## src/rtl/bram_port_arbiter.sv

```systemverilog
// -----------------------------------------------------------------------------
// bram_port_arbiter
//
// Shares port A of a single-port BRAM between two masters (typically the CPU
// data interface on master 0 and a loader/debug DMA on master 1).
// Arbitration is zero-cycle: the grant and the RAM command are issued in the
// same cycle as the request. Read data returns one cycle later to the master
// that issued the read.
//
// A master can hold the port with a lock for at most LOCK_MAX consecutive
// cycles. When a lock runs out, the arbitration in that same cycle favours the
// other master.
//
// Optional feature macro: ARB_ROUND_ROBIN_EN
//   defined   - an IDLE tie goes to the master that was not granted last
//   undefined - an IDLE tie always goes to master 0 (fixed priority)
//
// Parameters:
//   RAM_ADDR_WIDTH  word-address width driven to the BRAM
//   DATA_WIDTH      data width; byte enables are DATA_WIDTH/8 bits
//   LOCK_MAX        maximum consecutive locked cycles (>= 1)
//
// Ports:
//   clk, reset               system clock, synchronous active-high reset
//   mN_req_i / mN_lock_i     request and keep-ownership flags per master
//   mN_we_i                  byte write enables (all zero = read)
//   mN_addr_i / mN_wdata_i   byte address and write data
//   mN_gnt_o                 access accepted this cycle (combinational)
//   mN_rvalid_o / mN_rdata_o read response, one cycle after a read grant
//   ram_en_o / ram_we_o      BRAM enable and byte write enables
//   ram_addr_o / ram_din_o   BRAM word address and write data
//   ram_dout_i               BRAM read data (one cycle after the address)
// -----------------------------------------------------------------------------
module bram_port_arbiter #(
  parameter int RAM_ADDR_WIDTH = 10,
  parameter int DATA_WIDTH     = 32,
  parameter int LOCK_MAX       = 16
) (
  input  logic                      clk,
  input  logic                      reset,
  input  logic                      m0_req_i,
  input  logic                      m0_lock_i,
  input  logic [DATA_WIDTH/8-1:0]   m0_we_i,
  input  logic [31:0]               m0_addr_i,
  input  logic [DATA_WIDTH-1:0]     m0_wdata_i,
  output logic                      m0_gnt_o,
  output logic                      m0_rvalid_o,
  output logic [DATA_WIDTH-1:0]     m0_rdata_o,
  input  logic                      m1_req_i,
  input  logic                      m1_lock_i,
  input  logic [DATA_WIDTH/8-1:0]   m1_we_i,
  input  logic [31:0]               m1_addr_i,
  input  logic [DATA_WIDTH-1:0]     m1_wdata_i,
  output logic                      m1_gnt_o,
  output logic                      m1_rvalid_o,
  output logic [DATA_WIDTH-1:0]     m1_rdata_o,
  output logic                      ram_en_o,
  output logic [DATA_WIDTH/8-1:0]   ram_we_o,
  output logic [RAM_ADDR_WIDTH-1:0] ram_addr_o,
  output logic [DATA_WIDTH-1:0]     ram_din_o,
  input  logic [DATA_WIDTH-1:0]     ram_dout_i
);

  localparam int BE_W  = DATA_WIDTH / 8;
  localparam int CNT_W = $clog2(LOCK_MAX + 1);
  localparam logic [CNT_W-1:0] CNT_ZERO   = CNT_W'(32'd0);
  localparam logic [CNT_W-1:0] CNT_ONE    = CNT_W'(32'd1);
  localparam logic [CNT_W-1:0] LOCK_MAX_C = CNT_W'(LOCK_MAX);

  typedef enum logic [1:0] {
    ST_IDLE  = 2'd0,
    ST_LOCK0 = 2'd1,
    ST_LOCK1 = 2'd2
  } state_t;

  state_t           r_state;
  state_t           w_next_state;
  state_t           w_arb_next;
  logic             r_last_gnt;
  logic [CNT_W-1:0] r_lock_cnt;
  logic [CNT_W-1:0] w_next_cnt;
  logic [CNT_W-1:0] w_arb_cnt;
  logic [1:0]       r_rd_pend;
  logic             w_expired;
  logic             w_idle_pref1;
  logic             w_arb_pref1;
  logic             w_arb_g0;
  logic             w_arb_g1;
  logic             w_gnt0;
  logic             w_gnt1;
  logic             w_g0;
  logic             w_g1;
  logic             w_unused_addr;

`ifdef ARB_ROUND_ROBIN_EN
  assign w_idle_pref1 = ~r_last_gnt;
`else
  assign w_idle_pref1 = 1'b0;
`endif

  assign w_expired = (r_lock_cnt == LOCK_MAX_C);

  // An expired lock arbitrates like IDLE, but the tie goes to the other master.
  assign w_arb_pref1 = (r_state == ST_LOCK0) ? 1'b1 :
                       (r_state == ST_LOCK1) ? 1'b0 : w_idle_pref1;

  assign w_arb_g0 = m0_req_i & (~m1_req_i | ~w_arb_pref1);
  assign w_arb_g1 = m1_req_i & (~m0_req_i |  w_arb_pref1);

  // Only the granted master's lock flag can open a lock.
  assign w_arb_next = (w_arb_g0 && m0_lock_i) ? ST_LOCK0 :
                      (w_arb_g1 && m1_lock_i) ? ST_LOCK1 : ST_IDLE;
  assign w_arb_cnt  = (w_arb_next == ST_IDLE) ? CNT_ZERO : CNT_ONE;

  // Next-state, lock counter and grant decode
  always_comb begin
    w_gnt0       = 1'b0;
    w_gnt1       = 1'b0;
    w_next_state = r_state;
    w_next_cnt   = r_lock_cnt;
    case (r_state)
      ST_IDLE: begin
        w_gnt0       = w_arb_g0;
        w_gnt1       = w_arb_g1;
        w_next_state = w_arb_next;
        w_next_cnt   = w_arb_cnt;
      end
      ST_LOCK0: begin
        if (w_expired) begin
          w_gnt0       = w_arb_g0;
          w_gnt1       = w_arb_g1;
          w_next_state = w_arb_next;
          w_next_cnt   = w_arb_cnt;
        end else if (m0_lock_i) begin
          w_gnt0     = m0_req_i;
          w_next_cnt = r_lock_cnt + CNT_ONE;
        end else begin
          // Dropping the lock still allows this final access.
          w_gnt0       = m0_req_i;
          w_next_state = ST_IDLE;
          w_next_cnt   = CNT_ZERO;
        end
      end
      ST_LOCK1: begin
        if (w_expired) begin
          w_gnt0       = w_arb_g0;
          w_gnt1       = w_arb_g1;
          w_next_state = w_arb_next;
          w_next_cnt   = w_arb_cnt;
        end else if (m1_lock_i) begin
          w_gnt1     = m1_req_i;
          w_next_cnt = r_lock_cnt + CNT_ONE;
        end else begin
          w_gnt1       = m1_req_i;
          w_next_state = ST_IDLE;
          w_next_cnt   = CNT_ZERO;
        end
      end
      default: begin
        w_next_state = ST_IDLE;
        w_next_cnt   = CNT_ZERO;
      end
    endcase
  end

  // Grants are suppressed while reset is held.
  assign w_g0 = w_gnt0 & ~reset;
  assign w_g1 = w_gnt1 & ~reset;

  // State, lock counter, grant history and read-pending flags
  always_ff @(posedge clk) begin
    if (reset) begin
      r_state    <= ST_IDLE;
      r_last_gnt <= 1'b1;
      r_lock_cnt <= CNT_ZERO;
      r_rd_pend  <= 2'b00;
    end else begin
      r_state    <= w_next_state;
      r_lock_cnt <= w_next_cnt;
      if (w_g0) begin
        r_last_gnt <= 1'b0;
      end else if (w_g1) begin
        r_last_gnt <= 1'b1;
      end else begin
        r_last_gnt <= r_last_gnt;
      end
      r_rd_pend <= {w_g1 & ~(|m1_we_i), w_g0 & ~(|m0_we_i)};
    end
  end

  assign m0_gnt_o = w_g0;
  assign m1_gnt_o = w_g1;

  assign ram_en_o   = w_g0 | w_g1;
  assign ram_we_o   = w_g0 ? m0_we_i : (w_g1 ? m1_we_i : {BE_W{1'b0}});
  assign ram_addr_o = w_g0 ? m0_addr_i[RAM_ADDR_WIDTH+1:2] :
                      (w_g1 ? m1_addr_i[RAM_ADDR_WIDTH+1:2] : {RAM_ADDR_WIDTH{1'b0}});
  assign ram_din_o  = w_g0 ? m0_wdata_i : (w_g1 ? m1_wdata_i : {DATA_WIDTH{1'b0}});

  // A read pending across a reset edge must not produce a response.
  assign m0_rvalid_o = r_rd_pend[0] & ~reset;
  assign m1_rvalid_o = r_rd_pend[1] & ~reset;
  assign m0_rdata_o  = m0_rvalid_o ? ram_dout_i : {DATA_WIDTH{1'b0}};
  assign m1_rdata_o  = m1_rvalid_o ? ram_dout_i : {DATA_WIDTH{1'b0}};

  // Byte-offset and out-of-range address bits are intentionally ignored.
  assign w_unused_addr = ^{m0_addr_i[31:RAM_ADDR_WIDTH+2], m0_addr_i[1:0],
                           m1_addr_i[31:RAM_ADDR_WIDTH+2], m1_addr_i[1:0]};

endmodule

```

## config.mk

```make
export PLATFORM = sky130hd
export DESIGN_NAME = bram_port_arbiter
export DESIGN_NICKNAME = d
export VERILOG_FILES = /design/src/rtl/bram_port_arbiter.sv
export SDC_FILE = /design/constraint.sdc
export NUM_CORES = 1
export LEC_CHECK = 0
export BUFFER_PORTS_ARGS = -buffer_cell sky130_fd_sc_hd__buf_2
export CORE_AREA = 2 2 112 114
export CTS_CLUSTER_SIZE = 12
export DETAILED_ROUTE_END_ITERATION = 10
export DIE_AREA = 0 0 114 116
export PLACE_DENSITY = 0.56
export SYNTH_ARGS = -nofsm -noshare
export SYNTH_HDL_FRONTEND = slang
export SYNTH_SLANG_ARGS = --single-unit
```

## constraint.sdc

```tcl
create_clock -name clk -period 2.6 [get_ports clk]
set_input_delay 0.39 -clock clk [delete_from_list [all_inputs] [get_ports clk]]
set_output_delay 0.39 -clock clk [all_outputs]
set_load 0.01 [all_outputs]
```

==> results.cfg <==
[outcome]
status = finished clean

[detailed_routing]
avgRoutedWirePerCell_um = 15.2
drt-total-wl_um = 9000
drt-pass1-iter-count = 4
vias = 2608
drc = 0
postRouteAntennaNets = 0
viasPerCell = 4.41
drt-initial-drc-count = 107

[synthesis]
ys_top_cells_by_area = a32o_1 (29%), and2_1 (26%), dfxtp_1 (11%), ha_1 (4.8%), buf_4 (2.4%)
synth_area_um2 = 1570
ys_types = 34
synth_edf_count = 0
synth-adder-area-share_pct = 4.77
synth_seq_cells = 9
yosysWarningCount = 0
synth_nets = 375
ys.flop_type = dfxtp_1
synthCells = 195
yosys-top-cells-count = and2_1 (66), a32o_1 (46), dfxtp_1 (9), clkbuf_1 (8), nor2_1 (7)
avgSynthCellArea_um2 = 8.07
seq_area_frac_synth_pct = 11.4
yosys.area.top_type = a32o_1
synth_most_common_cell = and2_1
synthMuxAreaShare_pct = 0
yosys.area.top_type_share_pct = 29.3
async_flop_share_pct = 0
synth_compound_area_share_pct = 34.7
synth_top_family_by_area = simple AND/OR/NAND/NOR gates
synthXorXnorAreaFrac_pct = 1.67
synthSimpleGateAreaFrac_pct = 38.4

[power]
powerDensity_nw_per_um2 = 248
power_leakage_uw = 0.00183
power.total_uw = 817
peakVddDrop_mv = 0.0957

[setup_path]
max_stage_delay_ps = 370
cp_max_fo = 6
r2r_cells = 8
slowest_stage = a311oi_4
reg2reg_to = r_state[1]
reg2reg_from = r_lock_cnt[0]
crit_family = buffers and inverters
reg2reg_slack_ps = 750
critPathBufInv = 4
crit_chain = inv_1, ha_4, and4bb_4, nand3_4, a311oi_4, buf_6, clkbuf_16, a32o_1, buf_2
start_kind = flop
cp.arrival_ps = 2150
required_ps = 2210
worstSetupPathType = flop to output port
cp-end-kind = output port

[sta]
setup_slack_ps = 56.9
max_freq_ghz = 0.393
clock_skew_ps = 6.78
tightest_slew_ps = 307
fin_hold_ws_ps = 405
setup_viol = 0
period_share_pct = 97.8
slew_violations = 0
hold_violations = 0
timing.final.crit_period_ps = 2540
slew_headroom_pct = 79.5

[clock_network]
cts-root-buf = clkbuf_16
clock_latency_ps = 240
cts_hold_buf = 0
path_clk_slew_ps = 50
numCtsBuffers = 3
cts_tree = yes
cts_buffer_depth = 2
htreeDepth = 1
clkSinkCount = 9

[global_route]
grt_pass1_vias = 2207
grt_pass1_wl_um = 11000
antenna_found_initial = 0
track_usage_pct = 10.5
grt.overflow.total = 0
grt_max_degree = 50

[placement]
gp_congestion = 0.750
io_buffers = 244
place_area_um2 = 2930
place_ws_ps = 178
dp_hpwl_um = 6630

[layout]
design_area_um2 = 3290
fill_cells = 1274
area_delta_synth_final_pct = 109
area.sequential_um2 = 188
nets = 625
diodes = 0
layout-drive-gt1-share_pct = 64.2
multiInputGateArea_um2 = 1310

[min_path]
holdCritStartpoint = m0_lock_i
worstHoldPathType = input pin to flop
worstHoldPathCells = 3
worstHoldEndpoint = r_state[0]

[die]
chipHeight_um = 116
start_util_pct = 13.2
rows = 40
coreArea_um2 = 11900
die_w_um = 114
dieArea_um2 = 13200
io_pins = 289

[job]
drv_cap = 0
[state kept, by name (all words and copies together) (netlist names)]
name,flops
r_state,2
r_lock_cnt,5
r_rd_pend,2
[final cells by class]
type,instances,share of cell area [%]
clock buffer,3,2.28
clock inverter,1,0.152
inverter,4,0.456
multi-input combinational,161,39.8
sequential,9,5.70
tap,147,5.59
timing repair buffer,266,46.0
[tightest hold or removal path, delay by kind of cell]
family          cells  cell delay (ps)
simple gates        1               50
buf+inv             1              110
compound gates      1               50
[cells by family after synthesis]
| group | Yosys count |
|---|---|
| flip-flops | 9 |
| AND/OR/NAND/NOR | 97 |
| AO/OA/AOI/OAI | 55 |
| buffers and inverters | 25 |
| XOR/XNOR | 3 |
| adder cells (fa/ha/maj) | 6 |
[metrics by stage]
step / TNS (ps) / utilization, % / instances
2_1_floorplan: 0 / - / 195
3_3_place_gp: 0 / 24.6 / 570
3_5_place_dp: 0 / 24.6 / 570
4_1_cts: 0 / 25.8 / 577
5_1_grt: -139 / 27.6 / 591
6_report: 0 / 27.6 / 591
[placed cells by master (no fill, tap or decap), types with 2 or more instances in the layout]
cell / n
buf_2: 243
and2_1: 66
a32o_1: 46
buf_4: 12
nor2_1: 7
nand2_1: 5
clkbuf_16: 5
dfxtp_1: 5
buf_12: 4
inv_1: 3
nand3_1: 3
and3_1: 3
ha_1: 3
buf_6: 3
dfxtp_2: 3
nor2b_1: 2
a21oi_1: 2
xor2_1: 2
nor4_1: 2
ha_4: 2
[layer usage]
| layer | global-route usage (%) | up-vias | wire length [um] |
|---|---|---|---|
| li1 | - | 1243 | - |
| met1 | 11.9 | 1176 | 3350 |
| met2 | 20.8 | 187 | 4810 |
| met3 | 1.31 | 2 | 781 |
| met4 | 2.60 | 0 | 55 |
| met5 | 0 | - | 0 |
[where the power goes]
part	switching (uW)	internal, uW	total (uW)
Sequential	2.65	141	144
Combinational	188	205	393
Clock	75.9	204	280
Total	267	550	817
[worst max-delay path by stage]
stage	slack (ps)	endpoint	start	cells after the start
global placement	270	ram_din_o[7]	r_lock_cnt[0]	8
CTS	10	ram_din_o[10]	r_lock_cnt[0]	9
detailed placement	180	ram_din_o[22]	r_lock_cnt[0]	8
finish	60	ram_din_o[5]	r_lock_cnt[0]	9
floorplan	450	ram_din_o[14]	r_state[1]	8
global route	-20	ram_din_o[5]	r_lock_cnt[0]	9
[what timing repair did]
item                                    4_1_cts  5_1_grt
endpoints found under the setup margin       47       47
setup buffers                                 2        9
resized for setup                             4       17
pin swaps                                     1        9
cloned                                        1        5
Note: power is estimated with default switching activity, not from simulation.
